File: config.mk
export PLATFORM = sky130hd
export DESIGN_NAME = key_conditioner_flat
export DESIGN_NICKNAME = d
export VERILOG_FILES = /design/src/rtl/rpn_pkg.sv /design/src/rtl/key_conditioner_if.sv /design/src/rtl/key_debounce.sv /design/src/rtl/key_conditioner.sv /design/src/flat_wrapper.sv
export SDC_FILE = /design/constraint.sdc
export NUM_CORES = 1
export LEC_CHECK = 0
export CAP_MARGIN = 25
export CORE_UTILIZATION = 54
export CTS_BUF_LIST = sky130_fd_sc_hd__clkbuf_2
export CTS_CLUSTER_DIAMETER = 150
export CTS_CLUSTER_SIZE = 30
export DETAILED_ROUTE_END_ITERATION = 8
export PLACE_DENSITY = 0.89
export RECOVER_POWER = 100
export SLEW_MARGIN = 5
export SYNTH_ARGS = -nofsm -noshare
export SYNTH_HDL_FRONTEND = slang
export SYNTH_HIERARCHICAL = 1
export SYNTH_SLANG_ARGS = --single-unit
File: constraint.sdc
create_clock -name clk -period 2.1 [get_ports clk]
set_clock_uncertainty 0.1 [all_clocks]
set_input_delay 0.21 -clock clk [delete_from_list [all_inputs] [get_ports clk]]
set_output_delay 0.21 -clock clk [all_outputs]
set_load 0.005 [all_outputs]
File: src/rtl/rpn_pkg.sv
// rtl/rpn_pkg.sv - shared widths and defaults for the key conditioner and rpncalc
package rpn_pkg;

  localparam int NUM_KEYS            = 4;
  localparam int VAL_W               = 16;
  localparam int MODE_W              = 2;
  localparam int SW_W                = VAL_W + MODE_W;
  localparam int DEBOUNCE_CYCLES_DEF = 250000;
  localparam int CNT_W_DEF           = 18;

  // Isolate the lowest set bit; zero in gives zero out.
  function automatic logic [NUM_KEYS-1:0] lowest_set(input logic [NUM_KEYS-1:0] v);
    return v & (~v + NUM_KEYS'(1));
  endfunction

endpackage

File: src/rtl/key_conditioner_if.sv
// rtl/key_conditioner_if.sv - board inputs and conditioned key/operand outputs
interface key_conditioner_if;
  import rpn_pkg::*;

  logic [NUM_KEYS-1:0] key_raw;
  logic [SW_W-1:0]     sw_raw;
  logic [NUM_KEYS-1:0] key;
  logic [VAL_W-1:0]    val;
  logic [MODE_W-1:0]   mode;

  modport master (
    input  key_raw,
    input  sw_raw,
    output key,
    output val,
    output mode
  );

  modport slave (
    output key_raw,
    output sw_raw,
    input  key,
    input  val,
    input  mode
  );

endinterface

File: src/rtl/key_debounce.sv
// rtl/key_debounce.sv - one pushbutton: synchronizer, debounce counter, press pulse
module key_debounce #(
  parameter int DEBOUNCE_CYCLES = rpn_pkg::DEBOUNCE_CYCLES_DEF,
  parameter int CNT_W           = rpn_pkg::CNT_W_DEF
) (
  input  logic clk,
  input  logic rst,
  input  logic raw,
  output logic press
);

  // Counter value on which a still-differing input is accepted.
  localparam logic [CNT_W-1:0] LAST = CNT_W'(DEBOUNCE_CYCLES - 1);

  logic [1:0]       sync;
  logic             bit_s;
  logic             stable;
  logic [CNT_W-1:0] cnt;

  assign bit_s = sync[1];

  // Two-flop synchronizer; idles released (high) so reset never looks like a press.
  always_ff @(posedge clk or negedge rst) begin
    if (!rst) begin
      sync <= 2'b11;
    end else begin
      sync <= {sync[0], raw};
    end
  end

  // Count consecutive differing cycles; flip stable after DEBOUNCE_CYCLES of them.
  always_ff @(posedge clk or negedge rst) begin
    if (!rst) begin
      stable <= 1'b1;
      cnt    <= '0;
      press  <= 1'b0;
    end else begin
      press <= 1'b0;
      if (bit_s == stable) begin
        cnt <= '0;
      end else if (cnt == LAST) begin
        stable <= bit_s;
        cnt    <= '0;
        // Only the falling (press) direction raises an event.
        press  <= ~bit_s;
      end else begin
        cnt <= cnt + CNT_W'(1);
      end
    end
  end

endmodule

File: src/rtl/key_conditioner.sv
// rtl/key_conditioner.sv - debounced pushbuttons to one-cycle rpncalc key strobes
module key_conditioner
  import rpn_pkg::*;
#(
  parameter int DEBOUNCE_CYCLES = DEBOUNCE_CYCLES_DEF,
  parameter int CNT_W           = CNT_W_DEF
) (
  input  logic               clk,
  input  logic               rst,
  key_conditioner_if.master  bus
);

  logic [NUM_KEYS-1:0] press;
  logic [NUM_KEYS-1:0] pending;
  logic [NUM_KEYS-1:0] grant;
  logic [SW_W-1:0]     sw_meta;
  logic [SW_W-1:0]     sw_sync;
  logic [NUM_KEYS-1:0] key_q;
  logic [VAL_W-1:0]    val_q;
  logic [MODE_W-1:0]   mode_q;

  for (genvar i = 0; i < NUM_KEYS; i++) begin : g_key
    key_debounce #(
      .DEBOUNCE_CYCLES (DEBOUNCE_CYCLES),
      .CNT_W           (CNT_W)
    ) u_debounce (
      .clk   (clk),
      .rst   (rst),
      .raw   (bus.key_raw[i]),
      .press (press[i])
    );
  end

  // Two-flop synchronizer for the operand/mode switches.
  always_ff @(posedge clk or negedge rst) begin
    if (!rst) begin
      sw_meta <= '0;
      sw_sync <= '0;
    end else begin
      sw_meta <= bus.sw_raw;
      sw_sync <= sw_meta;
    end
  end

  // Lowest index wins, so simultaneous presses drain in ascending order.
  assign grant = lowest_set(pending);

  // Pending presses: new events OR in (repeat presses coalesce), granted bit retires.
  always_ff @(posedge clk or negedge rst) begin
    if (!rst) begin
      pending <= '0;
    end else begin
      pending <= (pending & ~grant) | press;
    end
  end

  // Emit one active-low strobe per cycle and latch the switches alongside it.
  always_ff @(posedge clk or negedge rst) begin
    if (!rst) begin
      key_q  <= '1;
      val_q  <= '0;
      mode_q <= '0;
    end else if (|pending) begin
      key_q  <= ~grant;
      val_q  <= sw_sync[VAL_W-1:0];
      mode_q <= sw_sync[SW_W-1:VAL_W];
    end else begin
      key_q  <= '1;
    end
  end

  assign bus.key  = key_q;
  assign bus.val  = val_q;
  assign bus.mode = mode_q;

endmodule

File: src/flat_wrapper.sv
// flat-port wrapper written by rule: the top's interface ports become plain ports
module key_conditioner_flat import rpn_pkg::*;
#(
  parameter int DEBOUNCE_CYCLES = DEBOUNCE_CYCLES_DEF,
  parameter int CNT_W           = CNT_W_DEF
)
  (clk, rst, bus_key_raw, bus_sw_raw, bus_key, bus_val, bus_mode);
  key_conditioner_if bus_i ();
  input  logic clk;
  input  logic rst;
  input wire logic [$bits(bus_i.key_raw)-1:0] bus_key_raw;
  input wire logic [$bits(bus_i.sw_raw)-1:0] bus_sw_raw;
  output wire logic [$bits(bus_i.key)-1:0] bus_key;
  output wire logic [$bits(bus_i.val)-1:0] bus_val;
  output wire logic [$bits(bus_i.mode)-1:0] bus_mode;
  assign bus_i.key_raw = bus_key_raw;
  assign bus_i.sw_raw = bus_sw_raw;
  assign bus_key = bus_i.key;
  assign bus_val = bus_i.val;
  assign bus_mode = bus_i.mode;
  key_conditioner #(.DEBOUNCE_CYCLES(DEBOUNCE_CYCLES), .CNT_W(CNT_W)) u_core (.clk(clk), .rst(rst), .bus(bus_i));
endmodule
==> reports/qor.csv, run 1 <==
metric,value,unit
status,"finished, final reports clean",
grt_pass1_wl,20520,um
power_density,684.8,nW/um^2
wl,12320,um
dpl.hpwl,8168,um
route.vias.total,4258,
vias_per_cell,5.693,
hp-class,flop to flop,
worstSetupEndpointType,flop,
ant_nets,0,
ioPinCount,46,
fin_crit_sh,99.83,%
port_buffers,45,
setup_viol,0,
cp.required,2.63,ns
path_class,flop to flop,
reg2reg_depth,6,
antenna_found_initial,0,
clk_path_buf_depth,2,
r2r_setup_slack,0.004,ns
worst_slew_pin_slew,0.9465,ns
grt_pass1_vias,4456,
grt_max_degree,46,
fin_crit,2.096,ns
power.leakage,3.141,nW
wire_per_inst,16.47,um
rr_endpoint,u_core/g_key[2].u_debounce/cnt[16]$_DFF_PN0_,
overflow,0,
utilization,67.12,%
vdd_drop_max,0.0004266,V
hold_path_end,u_core/g_key[0].u_debounce/sync[1]$_DFF_PN1_,
cts_tree,done,
setup_tns,0,ns
slew_headroom,36.90,%
core_area,10890,um^2
dieHeight,108.2,um
avgSynthCellArea,12.37,um^2
drc,0,
fmax,477.0,MHz
synth-seq-area-share,61.99,%
netlist.area_leader.share,55.09,%
fp.dieW,108.2,um
root_buffer,clkbuf_2,
yosys_warnings,6,
insertion_delay,0.73,ns
report.final.slew_viol_count,0,
start_util,55.91,%
cts_sinks,150,
holdWs,0.2583,ns
num_rows,38,
cts_buffers,17,
synth_top_cell_by_area,dfrtp_1,
final-hold-violation-count,0,
nets,623,
worstHoldPathCells,0,
fill_cells,731,
syn_to_final_growth,20.06,%
p_total,5.004,mW
worstReg2RegStart,u_core/g_key[2].u_debounce/cnt[0]$_DFF_PN0_,
synthCells,492,
multiInputGateArea,2215,um^2
cap_violations,0,
critPathArrivalTime,2.62,ns
drive_above_1_share,17.76,%
regArea,3775,um^2
gp_congestion,0.8569,
antenna_cells,0,
first_pass_iters,4,
cp_max_fo,5,
cts.clk_slew.worst_paths,0.22,ns
syn_area,6087,um^2
crit_path_start_kind,flop,
holdCritStartpoint,u_core/g_key[0].u_debounce/sync[0]$_DFF_PN1_,
drt_iter0_markers,270,
cp-startpoint,u_core/g_key[2].u_debounce/cnt[0]$_DFF_PN0_,
ys_ff_latch,150,
synth.distinct_cells,33,
synth_area_leaders,"dfrtp_1 (55%), dfstp_2 (6.9%), xnor2_1 (5.8%)",
track_usage,23.26,%
htree_num_levels,4,
dieArea,11700,um^2
synthesis.nets,520,
[cell usage after synthesis (all sizes together)]
cell type / number
dfrtp: 134
nor2: 69
xnor2: 40
nand3: 28
nand2: 26
nor4: 25
nand4: 24
mux2: 22
xor2: 20
dfstp: 16
or4: 12
o21ai: 9
a21oi: 8
and3: 8
nor3: 8
nand2b: 6
buf: 5
inv: 5
and4: 4
clkbuf: 4
ha: 4
nor3b: 4
o41ai: 4
or3: 4
a21o: 1
nand3b: 1
o31ai: 1
[layout by cell type, fill, tap and decap left out, drive strengths merged]
master | synthesis | routed
nor2 | 69 | 69
xor2 | 20 | 20
ha | 4 | 4
o21ai | 9 | 9
dlygate4sd3 | 0 | 49
or4 | 12 | 12
dfrtp | 134 | 134
nand3 | 28 | 28
nand2 | 26 | 26
clkinvlp | 0 | 1
o31ai | 1 | 1
nand3b | 1 | 1
nor3b | 4 | 4
nor3 | 8 | 8
xnor2 | 40 | 40
bufinv | 0 | 4
a21o | 1 | 1
nand2b | 6 | 6
and4 | 4 | 4
o41ai | 4 | 4
nand4 | 24 | 24
clkdlybuf4s50 | 0 | 15
a21oi | 8 | 8
and3 | 8 | 8
inv | 5 | 8
nor4 | 25 | 25
dfstp | 16 | 16
or3 | 4 | 4
buf | 5 | 18
clkbuf | 4 | 27
clkinv | 0 | 4
dlygate4sd2 | 0 | 4
mux2 | 22 | 22
[state kept, by name, summed over array words and instances, names as in the netlist]
signal	flops
u_core/sw_sync	18
u_core/g_key.u_debounce/cnt	72
u_core/g_key.u_debounce/sync	8
u_core/sw_meta	18
u_core/pending	4
u_core/g_key.u_debounce/stable	4
u_core/bus.val	16
u_core/g_key.u_debounce/press	4
u_core/bus.mode	2
u_core/bus.key	4
[power breakdown]
| group | internal, mW | switching (mW) |
|---|---|---|
| Sequential | 2.96 | 0.0426 |
| Combinational | 0.0978 | 0.109 |
| Clock | 0.800 | 0.994 |
| Total | 3.86 | 1.15 |
[how the worst max path moves through the flow]
stage,end,slack [ns],depth (start not counted)
detailed placement,u_core/g_key[2].u_debounce/stable$_DFFE_PN1P_,0.11,4
CTS,u_core/g_key[2].u_debounce/stable$_DFFE_PN1P_,0.08,4
global placement,u_core/g_key[2].u_debounce/stable$_DFFE_PN1P_,0.17,3
floorplan,u_core/g_key[0].u_debounce/stable$_DFFE_PN1P_,0.16,4
global route,u_core/g_key[2].u_debounce/cnt[16]$_DFF_PN0_,-0.03,6
finish,u_core/g_key[2].u_debounce/cnt[16]$_DFF_PN0_,0.004,6
[metrics by stage]
stage	worst slack, ns	std cells	area [um^2]
floorplan	0.1572	492	6087
global placement	0.1671	691	6868
detailed placement	0.1128	691	6868
CTS	0.08285	748	7397
global route	-0.02972	748	7308
finish	0.003585	748	7308
[cell type report]
class	count	share of cell area, %
timing repair buffer	93	11.64
tap	140	2.397
multi-input combinational	328	30.30
clock buffer	20	1.370
inverter	5	0.2568
sequential	150	51.65
clock inverter	12	2.380
[per-layer routing]
layer  GRT usage, %  wire, um  vias to the layer above  part of all wire [%]
met4          11.94       363                        0                   2.9
met5              0         0                        -                     0
li1               -         -                     1948                     -
met2          40.90      6446                      136                    52
met3          5.063       568                       40                   4.6
met1          26.62      4944                     2134                    40
[worst max-delay path, stage by stage, from the launching register on]
cell	delay [ns]
dfrtp_1	0.48
ha_2	0.25
nand4_1	0.24
buf_4	0.25
nor4_1	0.43
xnor2_1	0.20
nor2_1	0.06
[repair_timing]
| action | CTS | global route |
|---|---|---|
| buffers inserted | 0 | 0 |
| resized for setup | 4 | 2 |
| setup endpoints to repair | 4 | 3 |
| hold endpoints to repair | 172 | 0 |
| hold buffers | 25 | 0 |
[cells by family (layout without fill, tap and decap cells)]
family | Yosys count | after routing | share of synthesized area [%]
and+or+nand+nor | 219 | 219 | 19.53
DFF | 150 | 150 | 61.99
muxes | 22 | 22 | 4.317
adders and majority gates | 4 | 4 | 0.8222
xor gates and xnor gates | 60 | 60 | 8.633
buffers and inverters | 14 | 130 | 1.233
AOI/OAI and AO/OA | 23 | 23 | 3.474
(Power assumes the default switching activity.)
==> run 2, diff against run 1 <==
--- a/config.mk
+++ b/config.mk
@@ -6,6 +6,7 @@
 export NUM_CORES = 1
 export LEC_CHECK = 0
 export CAP_MARGIN = 25
+export CORE_MARGIN = 4
 export CORE_UTILIZATION = 54
 export CTS_BUF_LIST = sky130_fd_sc_hd__clkbuf_2
 export CTS_CLUSTER_DIAMETER = 150
==> reports/qor.csv, run 2 (synthesis gave the netlist of run 1 again) <==
metric,value,unit,change
path_class,flop to flop,,
crit_path_max_incr_delay,0.61,ns,+0.13 ns
root_buffer,clkbuf_2,,
start_util,55.66,%,-0.24 points
grt_pass1_wl,19820,um,-3.4%
port_buffers,45,,unchanged
final_common_cell,dfrtp_1,,
wl,11820,um,-4.1%
gp_congestion,0.9146,,+6.7%
route.vias.total,4175,,-1.9%
rsz0062_at_grt,no,,
drt_iter0_markers,285,,+5.6%
dieArea,13030,um^2,+11%
critPathArrivalTime,2.55,ns,-0.07 ns
power_density,670.1,nW/um^2,-2.1%
vdd_drop_max,0.0003700,V,-13%
cp_cell_sequence,or4_1 > or4_4 > mux2_1,,
pwr-share-clk,34.6,%,-1.3 points
power.leakage,3.196,nW,+1.8%
htree_num_levels,4,,unchanged
dpl.hpwl,8258,um,+1.1%
ioPinCount,46,,unchanged
slew_headroom,43.21,%,+6.3 points
fin_crit,2.063,ns,-0.03387 ns
cp.required,2.59,ns,-0.04 ns
fmax,484.8,MHz,+1.6%
overflow,0,,unchanged
fp.dieW,114.2,um,+5.5%
grt_max_degree,57,,+24%
vias_per_cell,5.544,,-2.6%
wire_per_inst,15.69,um,-4.7%
cap_violations,0,,unchanged
dp_cells,695,,+0.58%
status,"finished, final reports clean",,
report.final.slew_viol_count,0,,unchanged
final-hold-violation-count,0,,unchanged
fin_crit_sh,98.22,%,-1.6 points
hp-class,flop to flop,,
num_rows,38,,unchanged
cts_buffers,17,,unchanged
dieHeight,114.2,um,+5.5%
swShare,21.58,%,-1.3 points
core_area,10940,um^2,+0.44%
worstSetupEndpointType,flop,,
cts.clk_slew.worst_paths,0.19,ns,-0.03 ns
final_area,7305,um^2,about the same
utilization,66.80,%,-0.33 points
antenna_found_initial,1,,+1
largest_reg_flops,72,,unchanged
largest_registers,"u_core/g_key.u_debounce/cnt (72), u_core/sw_meta (18), u_core/sw_sync (18)",,
nets,627,,+0.64%
setup_viol,0,,unchanged
p_seq_share,61.3,%,+1.3 points
cts_sinks,150,,unchanged
cp_max_fo,3,,-2
p_comb_share,4.0,%,about the same
crit_path_start_kind,flop,,
drive_above_1_share,17.81,%,+0.047 points
ant_nets,0,,unchanged
largest-register,u_core/g_key.u_debounce/cnt,,
layoutNonFillerInstCount,753,,+0.67%
p_switching,1.056,mW,-7.8%
track_usage,19.06,%,-4.2 points
grt_pass1_vias,4196,,-5.8%
insertion_delay,0.64,ns,-0.09 ns
mostFrequentLayoutCells,"dfrtp_1 (134), nor2_1 (69), dlygate4sd3_1 (63)",,
setup_tns,0,ns,unchanged
cp_slowest_cell,or4_1,,
first_pass_iters,5,,+1
cts_tree,done,,
postPlaceCellArea,6885,um^2,+0.25%
syn_to_final_growth,20.00,%,about the same
p_total,4.895,mW,-2.2%
drc,0,,unchanged
worst_slew_pin_slew,0.8518,ns,-0.09467 ns
internal-power,3.838,mW,-0.51%
clk_path_buf_depth,2,,unchanged
## run 2: cell count changes in the layout (fill, tap and decap cells not counted), sizes merged
cell | before | now
inv | 8 | 5
clkdlybuf4s50 | 15 | 2
dlygate4sd3 | 49 | 63
dlygate4sd2 | 4 | 0
clkinv | 4 | 6
clkbuf | 27 | 32
clkdlybuf4s25 | 0 | 3
diode | 0 | 1
## run 2: path summary, 6_finish.rpt
path                                                              start                                       endpoint  slack [ns]  depth (start not counted)
hold / removal                             u_core/sw_meta[10]$_DFF_PN0_                   u_core/sw_sync[10]$_DFF_PN0_        0.26                          0
hold reg to reg                            u_core/sw_meta[10]$_DFF_PN0_                   u_core/sw_sync[10]$_DFF_PN0_        0.26                          0
setup reg to reg           u_core/g_key[3].u_debounce/cnt[11]$_DFF_PN0_  u_core/g_key[3].u_debounce/stable$_DFFE_PN1P_        0.04                          3
setup / recovery           u_core/g_key[3].u_debounce/cnt[11]$_DFF_PN0_  u_core/g_key[3].u_debounce/stable$_DFFE_PN1P_        0.04                          3
min in group asynchronous                                           rst   u_core/g_key[1].u_debounce/sync[0]$_DFF_PN1_        0.60                          3
max in group asynchronous                                           rst    u_core/g_key[0].u_debounce/cnt[5]$_DFF_PN0_        0.42                          4
## run 2: routing by layer
layer | routed length, um | global-route usage [%]
met5 | 0 | 0
met4 | 261 | 7.838
met3 | 603 | 4.228
met2 | 5920 | 31.65
met1 | 5033 | 24.38
## run 2: timing repair
action | CTS | global route
resized for setup | 0 | 3
endpoints found under the hold margin | 172 | 0
setup buffers | 0 | 0
endpoints found under the setup margin | 0 | 3
hold buffers | 25 | 0
## run 2: power by group through the flow
| stage | logic [mW] | registers, mW | clock network [mW] |
|---|---|---|---|
| global placement | 0.183 | 3.04 | 0 |
| global route | 0.222 | 3.01 | 1.89 |
| detailed placement | 0.187 | 3.05 | 0 |
| finish | 0.198 | 3.00 | 1.70 |
| floorplan | 0.0576 | 3.04 | 0 |
| CTS | 0.230 | 3.00 | 1.75 |
## run 2: per-stage QoR
| step | hold slack, ns | worst slack (ns) |
|---|---|---|
| floorplan | -0.1856 | 0.1572 |
| global placement | 0.05402 | 0.1647 |
| detailed placement | 0.06139 | 0.1208 |
| CTS | 0.2651 | 0.02864 |
| global route | 0.2729 | 0.008923 |
| finish | 0.2615 | 0.03746 |
## run 2: cell type report
cell class                 count  area [um^2]
sequential                   150         3774
fill                         796         3631
multi-input combinational    328         2212
timing repair buffer          97        860.8
tap                          140        175.2
clock inverter                11        156.4
clock buffer                  21        105.1
inverter                       5        18.77
antenna                        1        2.502
## run 2: worst max-delay path, delay by kind of cell, from the launching register on
family | cells | cell delay (ns)
and+or+nand+nor | 2 | 1.15
DFF | 1 | 0.44
muxes | 1 | 0.34
